File: src/rtl/pwm_multi_pkg.sv
`default_nettype none
// ============================================================================
// Module   : pwm_pkg
// Purpose  : Shared defaults and the channel-index width helper for pwm_multi.
// Revision : 1.0 - initial release
// ============================================================================
package pwm_pkg;

   localparam int DEF_WIDTH  = 11;
   localparam int DEF_NUM_CH = 4;

   function automatic int ch_idx_w(input int n);
      return (n > 1) ? $clog2(n) : 1;
   endfunction

endpackage
`default_nettype wire

File: src/rtl/pwm_channel.sv
`default_nettype none
// ============================================================================
// Module   : pwm_channel
// Purpose  : One PWM channel: shadow/active duty and polarity, compare, output
//            flop. Optional duty fading under PWM_FADE_EN.
// Revision : 1.0 - initial release
// ============================================================================
module pwm_channel
#(
   parameter int WIDTH     = 11,
   parameter int FADE_STEP = 1
) (
   input  logic             clk,
   input  logic             rst_n,
   input  logic             run_i,
   input  logic             wrap_i,
   input  logic             we_i,
   input  logic [WIDTH-1:0] cnt_i,
   input  logic [WIDTH-1:0] duty_i,
   input  logic             inv_i,
   output logic             out_o
);

`ifdef PWM_FADE_EN
   localparam logic [WIDTH:0] c_step = (WIDTH+1)'(FADE_STEP);
`else
   // A step of 2**WIDTH always saturates, so the active duty takes the shadow directly.
   localparam logic [WIDTH:0] c_step = (WIDTH+1)'(FADE_STEP * 0 + (1 << WIDTH));
`endif

   logic [WIDTH-1:0] duty_sh_q;
   logic [WIDTH-1:0] duty_act_q;
   logic [WIDTH-1:0] duty_act_d;
   logic             inv_sh_q;
   logic             inv_act_q;
   logic             out_q;
   logic             out_d;
   logic [WIDTH:0]   w_act;
   logic [WIDTH:0]   w_sh;

   assign w_act = {1'b0, duty_act_q};
   assign w_sh  = {1'b0, duty_sh_q};

   always_comb begin
      duty_act_d = duty_act_q;
      if (!run_i) begin
         duty_act_d = duty_sh_q;
      end else if (wrap_i) begin
         if (w_sh > w_act) begin
            duty_act_d = ((w_sh - w_act) > c_step) ? duty_act_q + c_step[WIDTH-1:0] : duty_sh_q;
         end else begin
            duty_act_d = ((w_act - w_sh) > c_step) ? duty_act_q - c_step[WIDTH-1:0] : duty_sh_q;
         end
      end
   end

   always_comb begin
      out_d = inv_act_q;
      if (run_i) begin
         out_d = (cnt_i < duty_act_q) ^ inv_act_q;
      end
   end

   always_ff @(posedge clk or negedge rst_n) begin
      if (!rst_n) begin
         duty_sh_q  <= '0;
         inv_sh_q   <= 1'b0;
         duty_act_q <= '0;
         inv_act_q  <= 1'b0;
         out_q      <= 1'b0;
      end else begin
         // Active registers sample the pre-write shadow when a write lands on a wrap.
         if (we_i) begin
            duty_sh_q <= duty_i;
            inv_sh_q  <= inv_i;
         end
         duty_act_q <= duty_act_d;
         if (!run_i || wrap_i) begin
            inv_act_q <= inv_sh_q;
         end
         out_q <= out_d;
      end
   end

   assign out_o = out_q;

endmodule
`default_nettype wire

File: src/rtl/pwm_multi.sv
`default_nettype none
// ============================================================================
// Module   : pwm_multi
// Purpose  : Multi-channel PWM with a shared period counter and shadowed
//            per-channel duty/polarity. Duty fading selected by PWM_FADE_EN.
// Revision : 1.0 - initial release
// ============================================================================
module pwm_multi
   import pwm_pkg::*;
#(
   parameter int WIDTH     = DEF_WIDTH,
   parameter int NUM_CH    = DEF_NUM_CH,
   parameter int FADE_STEP = 1
) (
   input  logic                         clk,
   input  logic                         rst_n,
   input  logic                         en,
   input  logic [WIDTH-1:0]             period,
   input  logic                         cfg_we,
   input  logic [ch_idx_w(NUM_CH)-1:0]  cfg_ch,
   input  logic [WIDTH-1:0]             cfg_duty,
   input  logic                         cfg_inv,
   output logic [NUM_CH-1:0]            out,
   output logic                         cycle_start
);

   localparam int c_ch_w = ch_idx_w(NUM_CH);

   logic [WIDTH-1:0]  counter_q;
   logic [WIDTH-1:0]  counter_d;
   logic              cycle_start_q;
   logic              w_wrap;
   logic [NUM_CH-1:0] w_we;

   // >= rather than == so a period lowered below the count wraps at once.
   assign w_wrap = en && (counter_q >= period);

   always_comb begin
      counter_d = counter_q + WIDTH'(1);
      if (!en || w_wrap) begin
         counter_d = '0;
      end
   end

   always_ff @(posedge clk or negedge rst_n) begin
      if (!rst_n) begin
         counter_q     <= '0;
         cycle_start_q <= 1'b0;
      end else begin
         counter_q     <= counter_d;
         cycle_start_q <= en && (counter_q == '0);
      end
   end

   assign cycle_start = cycle_start_q;

   generate
      for (genvar gi = 0; gi < NUM_CH; gi++) begin : g_ch
         assign w_we[gi] = cfg_we && (cfg_ch == c_ch_w'(gi));

         pwm_channel #(
            .WIDTH     (WIDTH),
            .FADE_STEP (FADE_STEP)
         ) u_ch (
            .clk    (clk),
            .rst_n  (rst_n),
            .run_i  (en),
            .wrap_i (w_wrap),
            .we_i   (w_we[gi]),
            .cnt_i  (counter_q),
            .duty_i (cfg_duty),
            .inv_i  (cfg_inv),
            .out_o  (out[gi])
         );
      end
   endgenerate

endmodule
`default_nettype wire
File: config.mk
export PLATFORM = sky130hd
export DESIGN_NAME = pwm_multi
export DESIGN_NICKNAME = d
export VERILOG_FILES = /design/src/rtl/pwm_multi_pkg.sv /design/src/rtl/pwm_channel.sv /design/src/rtl/pwm_multi.sv
export SDC_FILE = /design/constraint.sdc
export NUM_CORES = 1
export LEC_CHECK = 0
export BUFFER_PORTS_ARGS = -buffer_cell sky130_fd_sc_hd__buf_2
export CAP_MARGIN = 20
export CORE_MARGIN = 5
export CORE_UTILIZATION = 58
export CTS_CLUSTER_DIAMETER = 40
export DETAILED_ROUTE_END_ITERATION = 8
export MAX_ROUTING_LAYER = met4
export PLACE_DENSITY = 0.78
export SLEW_MARGIN = 30
export SYNTH_ARGS = -nofsm -noshare
export SYNTH_HDL_FRONTEND = slang
export SYNTH_HIERARCHICAL = 1
export SYNTH_SLANG_ARGS = --single-unit
export TNS_END_PERCENT = 20
File: constraint.sdc
create_clock -name clk -period 2.36 [get_ports clk]
set_input_delay 0.354 -clock clk [delete_from_list [all_inputs] [get_ports clk]]
set_output_delay 0.354 -clock clk [all_outputs]
set_load 0.005 [all_outputs]
==> results by group <==
STA
  • Final worst-path cycle share: 1.22
  • Post-layout min period: between 2 and 3 ns
  • Unrepaired setup endpoints after global routing: yes
  • Worst slew margin: 0.593
  • Final setup violation count: 47
  • Max Fclk: between 300 and 400 MHz
  • Final worst slack: -0.521 ns
  • Fin. max-slew vios: 0
  • Setup TNS: -12.76 ns
  • Final Skew: 0.0118 ns
  • Worst slew pin tran: about 0.61 ns
  • Hold slack: -0.0140 ns
  • Hold Vio Cnt, Final: 6

Clock network
  • CTS Sinks: ~110
  • Hold buffers post-CTS: 0
  • CTS tree: yes
  • Reg clk slew, reported paths: 0.09 ns
  • Root Driver: clkbuf_16
  • Clock Path Buffers: 2
  • Num CTS Buffers: 9
  • Later-pin clock latency in the skew report: 0.37 ns
  • Max H-tree Level: 3

Status
  • Failing checks: hold timing, setup timing
  • Outcome: complete, but fails checks

Synthesis
  • Asr flop ratio synth: 1.00
  • Post-Synthesis Cells: 1,278
  • Top_reg_cell synth: dfrtp_1
  • Number of enable flip-flop cells after synthesis: 0
  • Most area-hungry cell type in the Yosys netlist: dfrtp_1
  • Top cells by area, synth: dfrtp_1 25%, ha_1 16%, a21oi_1 5.8%
  • Syn Area/Cell: roughly 8.6 sq um
  • Count of cell types in the netlist: between 80 and 90
  • Post-Syn Area: 11,000 sq um
  • Syn_nets: between 1,000 and 1,500
  • Synth Warn #: 6
  • #FFs+latches synth: 112
  • Area fraction of the dominant cell type after synthesis: 0.254
  • Register area share after synthesis: 0.254

Route
  • Detailed-route via count: 12,200
  • Vias per cell: ~6.8
  • WL per Instance: between 20 and 25 um
  • Initial DRC Count: 1,543
  • Pre-antenna DRT Iters: 6
  • WL final: 40,600 um
  • DRC errors left: 0
  • Final ANT Viol Nets: 0

Power and ir drop
  • LEAKAGE: 6.82 nW
  • Sw frac: 0.472
  • Pwr per Cell Area: 1380 nW/um^2
  • Switching pwr: 9.43 mW
  • Comb power frac: 0.767
  • Clk pwr share: 0.084
  • Sequential power share: 0.150
  • Max VDD drop: 0.686 mV
  • P_int: 10.6 mW
  • Pwr Total: 20.0 mW

Setup path
  • Crit. End Element: register
  • Worst endpoint data arrival time: 3.13 ns
  • R2R Setup Slk: -0.52 ns
  • Worst path required time: 2.61 ns
  • Crit path launch type: register
  • Setup crit start: g_ch[0].u_ch/duty_act_q[5]
  • CP max FO: 5
  • R2R Path Start: g_ch[0].u_ch/duty_act_q[5]
  • Setup Crit Path Kind: register to register

Floorplanning
  • I/O pin count: 34
  • Die area: between 20,000 and 25,000 sq um
  • Effective utilization at floorplan: 0.590
  • Die W: 148 um
  • Std cell rows: 50
  • Height of the die: ~150 um
  • Core area: about 19,000 sq um

Global routing
  • Largest net degree at the start of global routing: 42
  • Initial antenna violation count: 1
  • Total global-route track usage: 0.331
  • Vias in the first global route: 11,600
  • Global route overflow: 0
  • Global-route wire length before repair: roughly 57,000 um

Cells and area
  • Commonest cells after routing, fill and taps aside: 299 x buf_4, 115 x a21oi_1, 111 x ha_1
  • Filler Cell Count: approximately 1,100
  • Area growth syn-to-layout: 31.7%
  • Commonest non-fill, non-tap cell in the layout: buf_4
  • Share of cells above drive strength 1: 0.348
  • Fin nets: 1,741
  • Final instance area: roughly 15,000 sq um

Placement
  • Routability cong.: between 0.9 and 1
  • IO Port Bufs: 33
  • Placed cell area: ~13,000 sq um
  • Post-DP HPWL: 25,100 um

Job
  • Max Cap Violations: 0

Min path
  • Worst Hold Class: primary input to asynchronous set/reset pin
power groups by stage:
| stage | Sequential, mW | Combinational (mW) | Clock, mW |
|---|---|---|---|
| 3_5_place_dp | 2.92 | 12.9 | 0 |
| 4_1_cts | 2.92 | 13.6 | 1.65 |
| 5_1_grt | 3.04 | 16.3 | 1.74 |
| 3_3_place_gp | 2.90 | 12.6 | 0 |
| 6_report | 2.99 | 15.3 | 1.67 |
| 2_1_floorplan | 2.93 | 7.65 | 0 |
sequential cells by signal (all words and copies together), names as in the netlist:
| signal | count |
|---|---|
| g_ch.u_ch/inv_act_q | 4 |
| g_ch.u_ch/duty_sh_q | 44 |
| g_ch.u_ch/duty_act_q | 44 |
| g_ch.u_ch/inv_sh_q | 4 |
| cycle_start | 1 |
| counter_q | 11 |
| g_ch.u_ch/out_o | 4 |
final timing paths:
path | end | cells past startpoint
setup / recovery | g_ch[0].u_ch/duty_act_q[3] | 10
hold / removal | g_ch[2].u_ch/duty_sh_q[0] | 1
setup reg to reg | g_ch[0].u_ch/duty_act_q[3] | 10
hold reg to reg | g_ch[2].u_ch/inv_act_q | 1
max in group asynchronous | g_ch[3].u_ch/duty_act_q[2] | 2
min in group clk | g_ch[2].u_ch/duty_sh_q[6] | 3
Yosys cell counts (all sizes together), types with 6 or more instances:
master   count
nor3        25
xnor2        8
o21ai       73
mux2         9
clkbuf      39
and2        13
ha         141
nand2       89
o21a        21
a41oi        6
xor2         6
o22ai        9
nor2b       17
a211oi      19
or2         11
nor2        30
and3        13
nand2b      11
o31ai        6
a21o        27
nand4       44
mux2i       36
inv        117
nand3       69
or3          9
nor4         7
buf         35
a21oi      132
nand4b       6
a211o        8
o311ai      47
o2111ai     18
dfrtp      112
cell families (layout without fill, tap and decap cells):
| logic type | after synthesis | in the layout | share of synthesized area |
|---|---|---|---|
| mux | 45 | 45 | 0.0419 |
| flops | 112 | 112 | 0.254 |
| buf+inv | 191 | 485 | 0.0889 |
| other cells | 0 | 2 | 0 |
| compound gates | 397 | 397 | 0.251 |
| xor+xnor | 14 | 14 | 0.0111 |
| simple gates | 374 | 374 | 0.186 |
| fa+ha+maj | 145 | 145 | 0.167 |
worst max-delay path: stages, from the launching register on:
cell and delay, ns:
dfrtp_1 0.41, inv_1 0.12, ha_4 0.23, a211oi_2 0.22, nor2_1 0.17, or4b_4 0.57
and2_4 0.17, a41oi_4 0.27, clkbuf_16 0.23, mux2i_1 0.25, nand3_1 0.11
metal layers:
layer  track usage  vias up  part of all wire
li1              -     5312                 -
met1         0.409     5750              0.37
met2         0.542      880              0.46
met3        0.0533      293              0.11
met4         0.136        0             0.061
met5             -        -                 0
what timing repair did:
action                                  in CTS  in global routing
endpoints found under the setup margin      45                 47
setup buffers                                7                 11
cloned                                       1                  3
gates resized for setup                     74                 81
pin swaps                                   17                 21
per-stage QoR:
stage	worst slack (ns)	std cells	utilization
2_1_floorplan	-0.161	1278	-
3_3_place_gp	-0.280	1768	0.713
3_5_place_dp	-0.330	1768	0.713
4_1_cts	-0.230	1792	0.750
5_1_grt	-0.710	1807	0.777
6_report	-0.521	1808	0.777
cell type report:
class / instances / area (sq um) / area share
timing repair buffer: 352 / 2800 / 0.192
antenna: 2 / 5.00 / 0.000344
tap: 234 / 293 / 0.0202
clock buffer: 10 / 239 / 0.0164
sequential: 112 / 2810 / 0.193
inverter: 117 / 439 / 0.0302
multi-input combinational: 975 / 7880 / 0.542
clock inverter: 6 / 66.3 / 0.00456
(Power assumes the default switching activity.)
